==> config.mk <==
export PLATFORM = sky130hd
export DESIGN_NAME = seq_addr_counter
export DESIGN_NICKNAME = d
export VERILOG_FILES = /design/src/rtl/seq_addr_counter_pkg.sv /design/src/rtl/seq_addr_counter_prescaler.sv /design/src/rtl/seq_addr_counter.sv
export SDC_FILE = /design/constraint.sdc
export NUM_CORES = 1
export LEC_CHECK = 0
export CAP_MARGIN = 0
export CORE_MARGIN = 10
export CORE_UTILIZATION = 41
export DETAILED_ROUTE_END_ITERATION = 7
export GPL_TIMING_DRIVEN = 0
export HOLD_SLACK_MARGIN = 0.12
export PLACE_DENSITY = 0.81
export SYNTH_ARGS = -nofsm -noshare
export SYNTH_HDL_FRONTEND = slang
export SYNTH_HIERARCHICAL = 1
export SYNTH_SLANG_ARGS = --single-unit
==> constraint.sdc <==
create_clock -name clk -period 1.84 [get_ports clk]
set_input_delay 0.552 -clock clk [delete_from_list [all_inputs] [get_ports clk]]
set_output_delay 0.552 -clock clk [all_outputs]
set_load 0.1 [all_outputs]
==> src/rtl/seq_addr_counter_pkg.sv <==
// Shared state encodings and sizing helpers for the ROM address sequencer.
// The encodings match those used by the round FSM.
package seq_addr_counter_pkg;

   typedef enum logic [1:0] {
      S_IDLE = 2'd0,
      S_RUN  = 2'd1,
      S_DONE = 2'd2
   } state_t;

   function automatic int presc_w(input int div);
      return (div > 1) ? $clog2(div) : 1;
   endfunction

endpackage

==> src/rtl/seq_addr_counter_prescaler.sv <==
// Clock-enable divider: one tick every DIV enabled clocks.
// clr restarts the count and suppresses the tick in the same cycle.
module tick_prescaler
   import seq_addr_counter_pkg::*;
#(
   parameter int DIV = 1
) (
   input  logic clk,
   input  logic R,
   input  logic E,
   input  logic clr,
   output logic tick
);

   localparam int PW = presc_w(DIV);
   localparam logic [PW-1:0] LAST = PW'(DIV - 1);

   logic [PW-1:0] cnt;

   assign tick = E && !clr && (cnt == LAST);

   always_ff @(posedge clk or posedge R) begin
      if (R) begin
         cnt <= '0;
      end else if (clr) begin
         cnt <= '0;
      end else if (E) begin
         cnt <= (cnt == LAST) ? '0 : cnt + PW'(1);
      end
   end

endmodule

==> src/rtl/seq_addr_counter.sv <==
// ROM address sequencer: steps 0..limit once per prescaler tick,
// one-shot (sticky tc) or looping (tc pulse per pass).
module seq_addr_counter
   import seq_addr_counter_pkg::*;
#(
   parameter int WIDTH = 4,
   parameter int DIV   = 1,
   parameter int LOOP  = 0
) (
   input  logic             clk,
   input  logic             R,
   input  logic             E,
   input  logic             start,
   input  logic             abort,
   input  logic [WIDTH-1:0] data,
   output logic [WIDTH-1:0] SEQFPGA,
   output logic             tc,
   output logic             busy,
   output logic             step
);

   state_t           state;
   logic [WIDTH-1:0] limit;
   logic             tick;
   logic             en;
   logic             at_lim;

   assign en     = E && (state == S_RUN);
   assign at_lim = (SEQFPGA == limit);

   tick_prescaler #(
      .DIV (DIV)
   ) u_presc (
      .clk  (clk),
      .R    (R),
      .E    (en),
      .clr  (start || abort),
      .tick (tick)
   );

   always_ff @(posedge clk or posedge R) begin
      if (R) begin
         state   <= S_IDLE;
         limit   <= '0;
         SEQFPGA <= '0;
         tc      <= 1'b0;
         busy    <= 1'b0;
         step    <= 1'b0;
      end else begin
         step <= 1'b0;
         if (abort) begin
            state   <= S_IDLE;
            SEQFPGA <= '0;
            tc      <= 1'b0;
            busy    <= 1'b0;
         end else if (start) begin
            state   <= S_RUN;
            limit   <= data;
            SEQFPGA <= '0;
            tc      <= 1'b0;
            busy    <= 1'b1;
            step    <= 1'b1;
         end else begin
            unique case (state)
               S_RUN: begin
                  // tc in RUN is only ever the one-cycle wrap pulse
                  tc <= 1'b0;
                  if (tick) begin
                     if (!at_lim) begin
                        SEQFPGA <= SEQFPGA + WIDTH'(1);
                        step    <= 1'b1;
                     end else if (LOOP != 0) begin
                        SEQFPGA <= '0;
                        tc      <= 1'b1;
                        step    <= 1'b1;
                     end else begin
                        state   <= S_DONE;
                        SEQFPGA <= '0;
                        tc      <= 1'b1;
                        busy    <= 1'b0;
                     end
                  end
               end
               S_IDLE, S_DONE: begin
               end
               default: begin
                  state <= S_IDLE;
               end
            endcase
         end
      end
   end

endmodule
# == Yosys cells after proc, flatten, opt, wreduce, memory -nomap -nowiden ==
# Cells that the tools add are included.
# classes
n_addsub,2
bitwise,2
n_mux,28
reduce_logical,15
eq_ne,6
# op_table
operator,count
$mux 4,5
$mux 1,18
$reduce_bool 3->1,3
$mux 2,4
$ne 4x4->1 const B,2
$reduce_and 3->1,2
$add 4x1->4 const B,1
$eq 4x4->1,1
$pmux 2 s2,1
$reduce_and 2->1,2
$logic_and 1x1->1,3
$ne 3x3->1 const B,1
$eq 2x1->1 const B,1
$eq 2x2->1 const B,1
$logic_not 2->1,1
$not 1->1,2
$reduce_bool 2->1,1
$reduce_or 2->1,1
$add 1x1->1 const B,1
$logic_not 1->1,1
$logic_or 1x1->1,1
# totals
regBits,14
wordCells,60
out_inout_bits,7
input_bits,9

# == Logic depth before layout (Yosys ltp) ==
# logic_depth
word_depth,8
depth_mapped,7

# == Modules after synthesis ==
# Netlist, hierarchy kept.
# by_module_without_submodules
mod,seq_area_each_um2,n_inst,cells_per_inst,area_per_inst_um2
seq_addr_counter,325.3,1,58,616.8
tick_prescaler,0.0,1,1,13.8

# == Least setup slack after synthesis ==
# OpenSTA, ideal clock, no wires.
# synth_path
path_type,register to register
from,register SEQFPGA[0]
to,register SEQFPGA[3]
stages_incl_launch_ff,5
slack_ns,-0.128
arrival_ns,1.885
setup_ns,0.083
required_time_ns,1.757
period_less_slack_ns,1.968
path_cell_list,dfrtp_1 -> xnor2_1 -> nand4_2 -> or4b_1 -> a31oi_1
# synth_via
elab_chain_cells,6
# synth_lines
element,line,source
from (decl),seq_addr_counter.sv:16,"output logic [WIDTH-1:0] SEQFPGA,"
from (signal assigned),seq_addr_counter.sv:70,SEQFPGA <= SEQFPGA + WIDTH'(1);
$add 4x1->4 or $eq 4x4->1 (tied branches),"seq_addr_counter.sv:70, seq_addr_counter.sv:29",
$mux 4 (*),seq_addr_counter.sv:69,if (!at_lim) begin
$mux 4 (*),seq_addr_counter.sv:68,if (tick) begin
$mux 4 (*),seq_addr_counter.sv:64,unique case (state)
$mux 4 (*),seq_addr_counter.sv:56,end else if (start) begin
$mux 4 (*),seq_addr_counter.sv:51,if (abort) begin
# Mark *: on every way between the ends. The rest lies on a longest branch, timed or not. The select of a mux whose other input is x is not followed.
# A chain may end at the register's enable or synchronous reset.

# == Worst setup path in the final report ==
# layout_path
from,input abort
to,register SEQFPGA[3]
# layout_via
elab_chain_cells,6
# layout_lines
element,line,source
from (decl),seq_addr_counter.sv:14,"input logic abort,"
$logic_or 1x1->1,seq_addr_counter.sv:37,".clr (start || abort),"
$logic_not 1->1,seq_addr_counter_prescaler.sv:20,assign tick = E && !clr && (cnt == LAST);
$logic_and 1x1->1 (2 in series),seq_addr_counter_prescaler.sv:20,
named net tick,seq_addr_counter.sv:24,logic tick;
$reduce_bool 3->1 (no line),n/a,
$reduce_and 2->1 (no line),n/a,
# The timed path passes the listed nets, and every way through them passes these cells.

==> flow_summary.rst <==
.. list-table::
   :header-rows: 1

   * - Metric
     - Value
   * - Layout cells sized above 1
     - 0.341
   * - TritonCTS clock tree
     - built
   * - Required time of the critical path
     - roughly 2000 ps
   * - Worst stage delay on the critical path
     - 480 ps
   * - Routability congestion estimate
     - 0.734
   * - Top cells by area in the synthesized netlist
     - sky130_fd_sc_hd__dfrtp_1, sky130_fd_sc_hd__mux2_2, sky130_fd_sc_hd__a21oi_1, sky130_fd_sc_hd__xnor2_1, sky130_fd_sc_hd__nand3_1
   * - Number of antenna violations at the first check in global routing
     - 0
   * - Initial core utilization
     - 0.424
   * - Synth cell types
     - 22
   * - Kind of launch point of the worst setup path
     - primary input
   * - Final-report setup violation count
     - 0
   * - Kind of end point of the critical path
     - flip-flop
   * - Number of buffers created by CTS
     - 3
   * - Internal power summed over all cells
     - 0.436 mW
   * - Total global routing overflow
     - 0
   * - Cell count of the worst hold path
     - 1
   * - Number of nets at the end of the flow
     - 93
   * - Initial DRC Count
     - 12
   * - Register-to-register setup slack
     - 90 ps
   * - Detail-routed net length per standard cell
     - around 15 µm
   * - Number of hold violations in the final report
     - 0
   * - Category of the most critical setup path
     - in -> reg
   * - Gate count after technology mapping
     - slightly below 60
   * - Sequential share of the synthesized area
     - 0.516
   * - Global-route wire length before repair
     - about 2500 µm
   * - Layout fillers
     - 134
   * - Leakage power figure
     - about 0.36 nW
   * - Register bit total from synthesis
     - 13
   * - Clk buf depth
     - 2
   * - Worst Reg2Reg Path Length in Cells
     - 6
   * - Clock skew after layout
     - 9.37 ps
   * - Final total power
     - 0.597 mW
   * - Fraction of the cycle the final worst path needs
     - 0.953
   * - Adder-cell share of the synthesized area
     - 0.0198
   * - Share of total power in the clock network
     - 0.297
   * - Synthesized-area fraction occupied by and/or/nand/nor cells
     - 0.212
   * - Avg Vias per Cell
     - 5.24
   * - Placed wire-length estimate after detailed placement
     - 1020 µm
   * - Maximum level of the CTS H-tree
     - 1
   * - Power per cell area
     - 696 nW/µm²
   * - Post-Synthesis Net Count
     - 69
   * - Die area
     - 3510 µm²
   * - Worst min-delay path endpoint
     - limit[3]$_DFFE_PP0P_
   * - Crit path cell chain
     - clkdlybuf4s15_1, nor2_2, inv_2, nor2b_4, nand3b_1, or4b_1, a31oi_1
   * - Share of the synthesized area in compound gates (AO/OA/AOI/OAI)
     - 0.101
   * - Number of cell rows
     - 14
   * - Number of max-slew violations in the final report
     - 0
   * - Via count of the first global-routing pass
     - ~570
   * - Post-synthesis mux area share
     - 0.0714
   * - Number of hold buffers added after CTS
     - 0
   * - Drt pass-1 iters
     - 4
   * - Slowest cell on the critical path
     - sky130_fd_sc_hd__or4b_1
   * - Aggregate routed wire length
     - 1440 µm
   * - Clock sink count
     - 13
   * - Time the final worst path needs with I/O delays and setup
     - 1750 ps
   * - Main combinational cell family by area after synthesis
     - simple AND/OR/NAND/NOR gates
   * - I/O Buffers
     - 15
   * - Aggregate global-route resource usage
     - 0.0971
   * - Via count
     - just over 500
   * - Clock transition time at the flip-flop clock pins of the worst setup and hold paths
     - 70 ps
   * - DIE WIDTH
     - 59.2 µm
   * - Setup TNS
     - 0 ps
   * - Standard cell core area
     - 1490 µm²
   * - Fmax
     - 0.570 GHz
   * - Portion of total power attributed to combinational logic
     - 0.178
   * - Beginning of the worst hold path
     - limit[3]$_DFFE_PP0P_
   * - Status
     - completed
   * - Worst slew pin tran
     - between 500 and 600 ps
   * - Net Sw Power
     - 0.161 mW
   * - Slew Limit Headroom
     - 0.636
   * - Avg Cell Area, Syn
     - 10.7 µm²
   * - Switching power as a share of total power
     - 0.270
   * - Proportion of netlist area held by the largest area contributor
     - 0.516
   * - Cell accounting for the most synthesized area
     - sky130_fd_sc_hd__dfrtp_1
   * - Ports placed on the boundary
     - 16
   * - Type of the tightest min-delay check
     - reg -> reg
   * - End of the worst register-to-register path
     - SEQFPGA[3]$_DFFE_PP0P_
   * - Layout area overhead
     - 36.1%
   * - Residual antenna-violating net count after detailed routing
     - 0
   * - Residual DRC
     - 0
   * - Worst reg2reg startpoint
     - state[0]$_DFFE_PP0P_
   * - Maximum resistive drop on vdd
     - 678 µV
   * - Area of the mapped netlist
     - 631 µm²
   * - Critical path fanouts, max
     - 5
   * - Clock network latency to the later pin of the worst-skew pair
     - ~280 ps
   * - Clock Tree Root
     - sky130_fd_sc_hd__clkbuf_4
   * - Synth Area in XOR/XNOR
     - 0.0556
   * - Number of synthesis warnings
     - 6
   * - Setup repair after global routing missed its margin
     - false
   * - Antenna Diode Count
     - 0
   * - Chip Height
     - approximately 59 µm
   * - Part of the power in registers
     - 0.525
   * - Arrival time of data at the critical path endpoint
     - 1940 ps
   * - Largest net degree at the start of global routing
     - 14
   * - Max-capacitance violation count
     - 0
==> synthesized netlist by cell type <==
library cell               instances
sky130_fd_sc_hd__dfrtp_1          13
sky130_fd_sc_hd__a21oi_1           7
sky130_fd_sc_hd__inv_1             4
sky130_fd_sc_hd__mux2_2            4
sky130_fd_sc_hd__nand3_1           4
sky130_fd_sc_hd__xnor2_1           4
sky130_fd_sc_hd__nand2_1           3
sky130_fd_sc_hd__o21ai_0           3
sky130_fd_sc_hd__nand2b_1          2
sky130_fd_sc_hd__nor2_1            2
sky130_fd_sc_hd__nor2b_1           2
sky130_fd_sc_hd__a31oi_1           1
sky130_fd_sc_hd__and2_1            1
sky130_fd_sc_hd__ha_1              1
sky130_fd_sc_hd__nand3b_1          1
sky130_fd_sc_hd__nand4_1           1
sky130_fd_sc_hd__nand4_2           1
sky130_fd_sc_hd__nor2b_4           1
sky130_fd_sc_hd__nor3b_1           1
sky130_fd_sc_hd__o31ai_1           1
sky130_fd_sc_hd__or2_1             1
sky130_fd_sc_hd__or4b_1            1
==> how the worst max path moves through the flow <==
stage                                      start                      to  slack, ps  cells past startpoint
after global placement                     abort  SEQFPGA[3]$_DFFE_PP0P_       -690                      7
after detailed placement                   abort  SEQFPGA[3]$_DFFE_PP0P_       -700                      7
after global routing                       abort  SEQFPGA[3]$_DFFE_PP0P_          6                      7
after floorplan                            abort  SEQFPGA[3]$_DFFE_PP0P_          7                      6
final                                      abort  SEQFPGA[3]$_DFFE_PP0P_         90                      7
after CTS                 SEQFPGA[0]$_DFFE_PP0P_              SEQFPGA[0]          9                      1
==> metal layers <==
layer | track usage | part of all wire | vias up
met3 | 0.0579 | 0.10 | 4
met2 | 0.147 | 0.48 | 20
met5 | 0 | 0 | -
met4 | 0.0689 | 0.025 | 0
li1 | - | - | 254
met1 | 0.0963 | 0.39 | 236
==> power groups by stage <==
stage,clock (mW),sequential (mW),combinational [mW]
2_1_floorplan,0,0.338,0.0483
3_3_place_gp,0,0.319,0.0993
3_5_place_dp,0,0.319,0.103
4_1_cts,0.183,0.314,0.105
5_1_grt,0.202,0.316,0.115
6_report,0.177,0.314,0.107
==> timing repair <==
item | CTS | global route
endpoints found under the setup margin | 12 | 6
pin swaps | 4 | 3
setup buffers | 3 | 1
gates resized for setup | 29 | 9
==> worst max-delay path, delay by kind of cell <==
kind / cells / cell delay (ps)
buf+inv: 2 / 310
compound gates: 1 / 150
simple gates: 4 / 920
==> cell usage in the layout (no fill, tap or decap), types with 2 or more instances in the layout <==
master / netlist / final
sky130_fd_sc_hd__nand3_1: 4 / 4
sky130_fd_sc_hd__buf_4: 0 / 4
sky130_fd_sc_hd__buf_2: 0 / 4
sky130_fd_sc_hd__inv_1: 4 / 3
sky130_fd_sc_hd__nand2_1: 3 / 3
sky130_fd_sc_hd__xnor2_1: 4 / 4
sky130_fd_sc_hd__dfrtp_2: 0 / 4
sky130_fd_sc_hd__dlygate4sd2_1: 0 / 2
sky130_fd_sc_hd__clkdlybuf4s50_1: 0 / 5
sky130_fd_sc_hd__clkdlybuf4s15_2: 0 / 3
sky130_fd_sc_hd__clkbuf_4: 0 / 3
sky130_fd_sc_hd__a21oi_1: 7 / 7
sky130_fd_sc_hd__nand2b_1: 2 / 2
sky130_fd_sc_hd__mux2_2: 4 / 4
sky130_fd_sc_hd__dfrtp_1: 13 / 9
sky130_fd_sc_hd__nor2b_4: 1 / 2
sky130_fd_sc_hd__o21ai_0: 3 / 3
==> layout make-up <==
cell class | count | area, µm² | area share
well taps | 16 | 20.0 | 0.0233
flip-flops and latches | 13 | 330 | 0.385
clock buffers | 4 | 26.3 | 0.0306
multi-input cells | 42 | 305 | 0.356
inverters | 4 | 15.0 | 0.0175
repair buffers | 19 | 161 | 0.188
==> cell families after synthesis <==
logic type,after synthesis
AO/OA/AOI/OAI,12
XOR/XNOR,4
adder cells (fa/ha/maj),1
buffers and inverters,4
flip-flops,13
multiplexers,4
AND/OR/NAND/NOR,21
==> through the flow <==
stage / instance area [µm²] / worst slack [ps] / utilization / hold WS [ps] / cells
after global placement: 806 / -690 / 0.541 / 512 / 90
after detailed placement: 806 / -704 / 0.541 / 518 / 90
final: 858 / 87.1 / 0.576 / 531 / 98
after global routing: 858 / 5.57 / 0.576 / 560 / 98
after CTS: 862 / 9.31 / 0.579 / 535 / 97
after floorplan: 636 / 6.70 / - / 429 / 59
==> state kept, by name, indices dropped and copies added (netlist names) <==
name,count
SEQFPGA,4
busy,1
limit,4
state,2
step,1
tc,1
No activity file was read; power rests on OpenSTA's default activity.
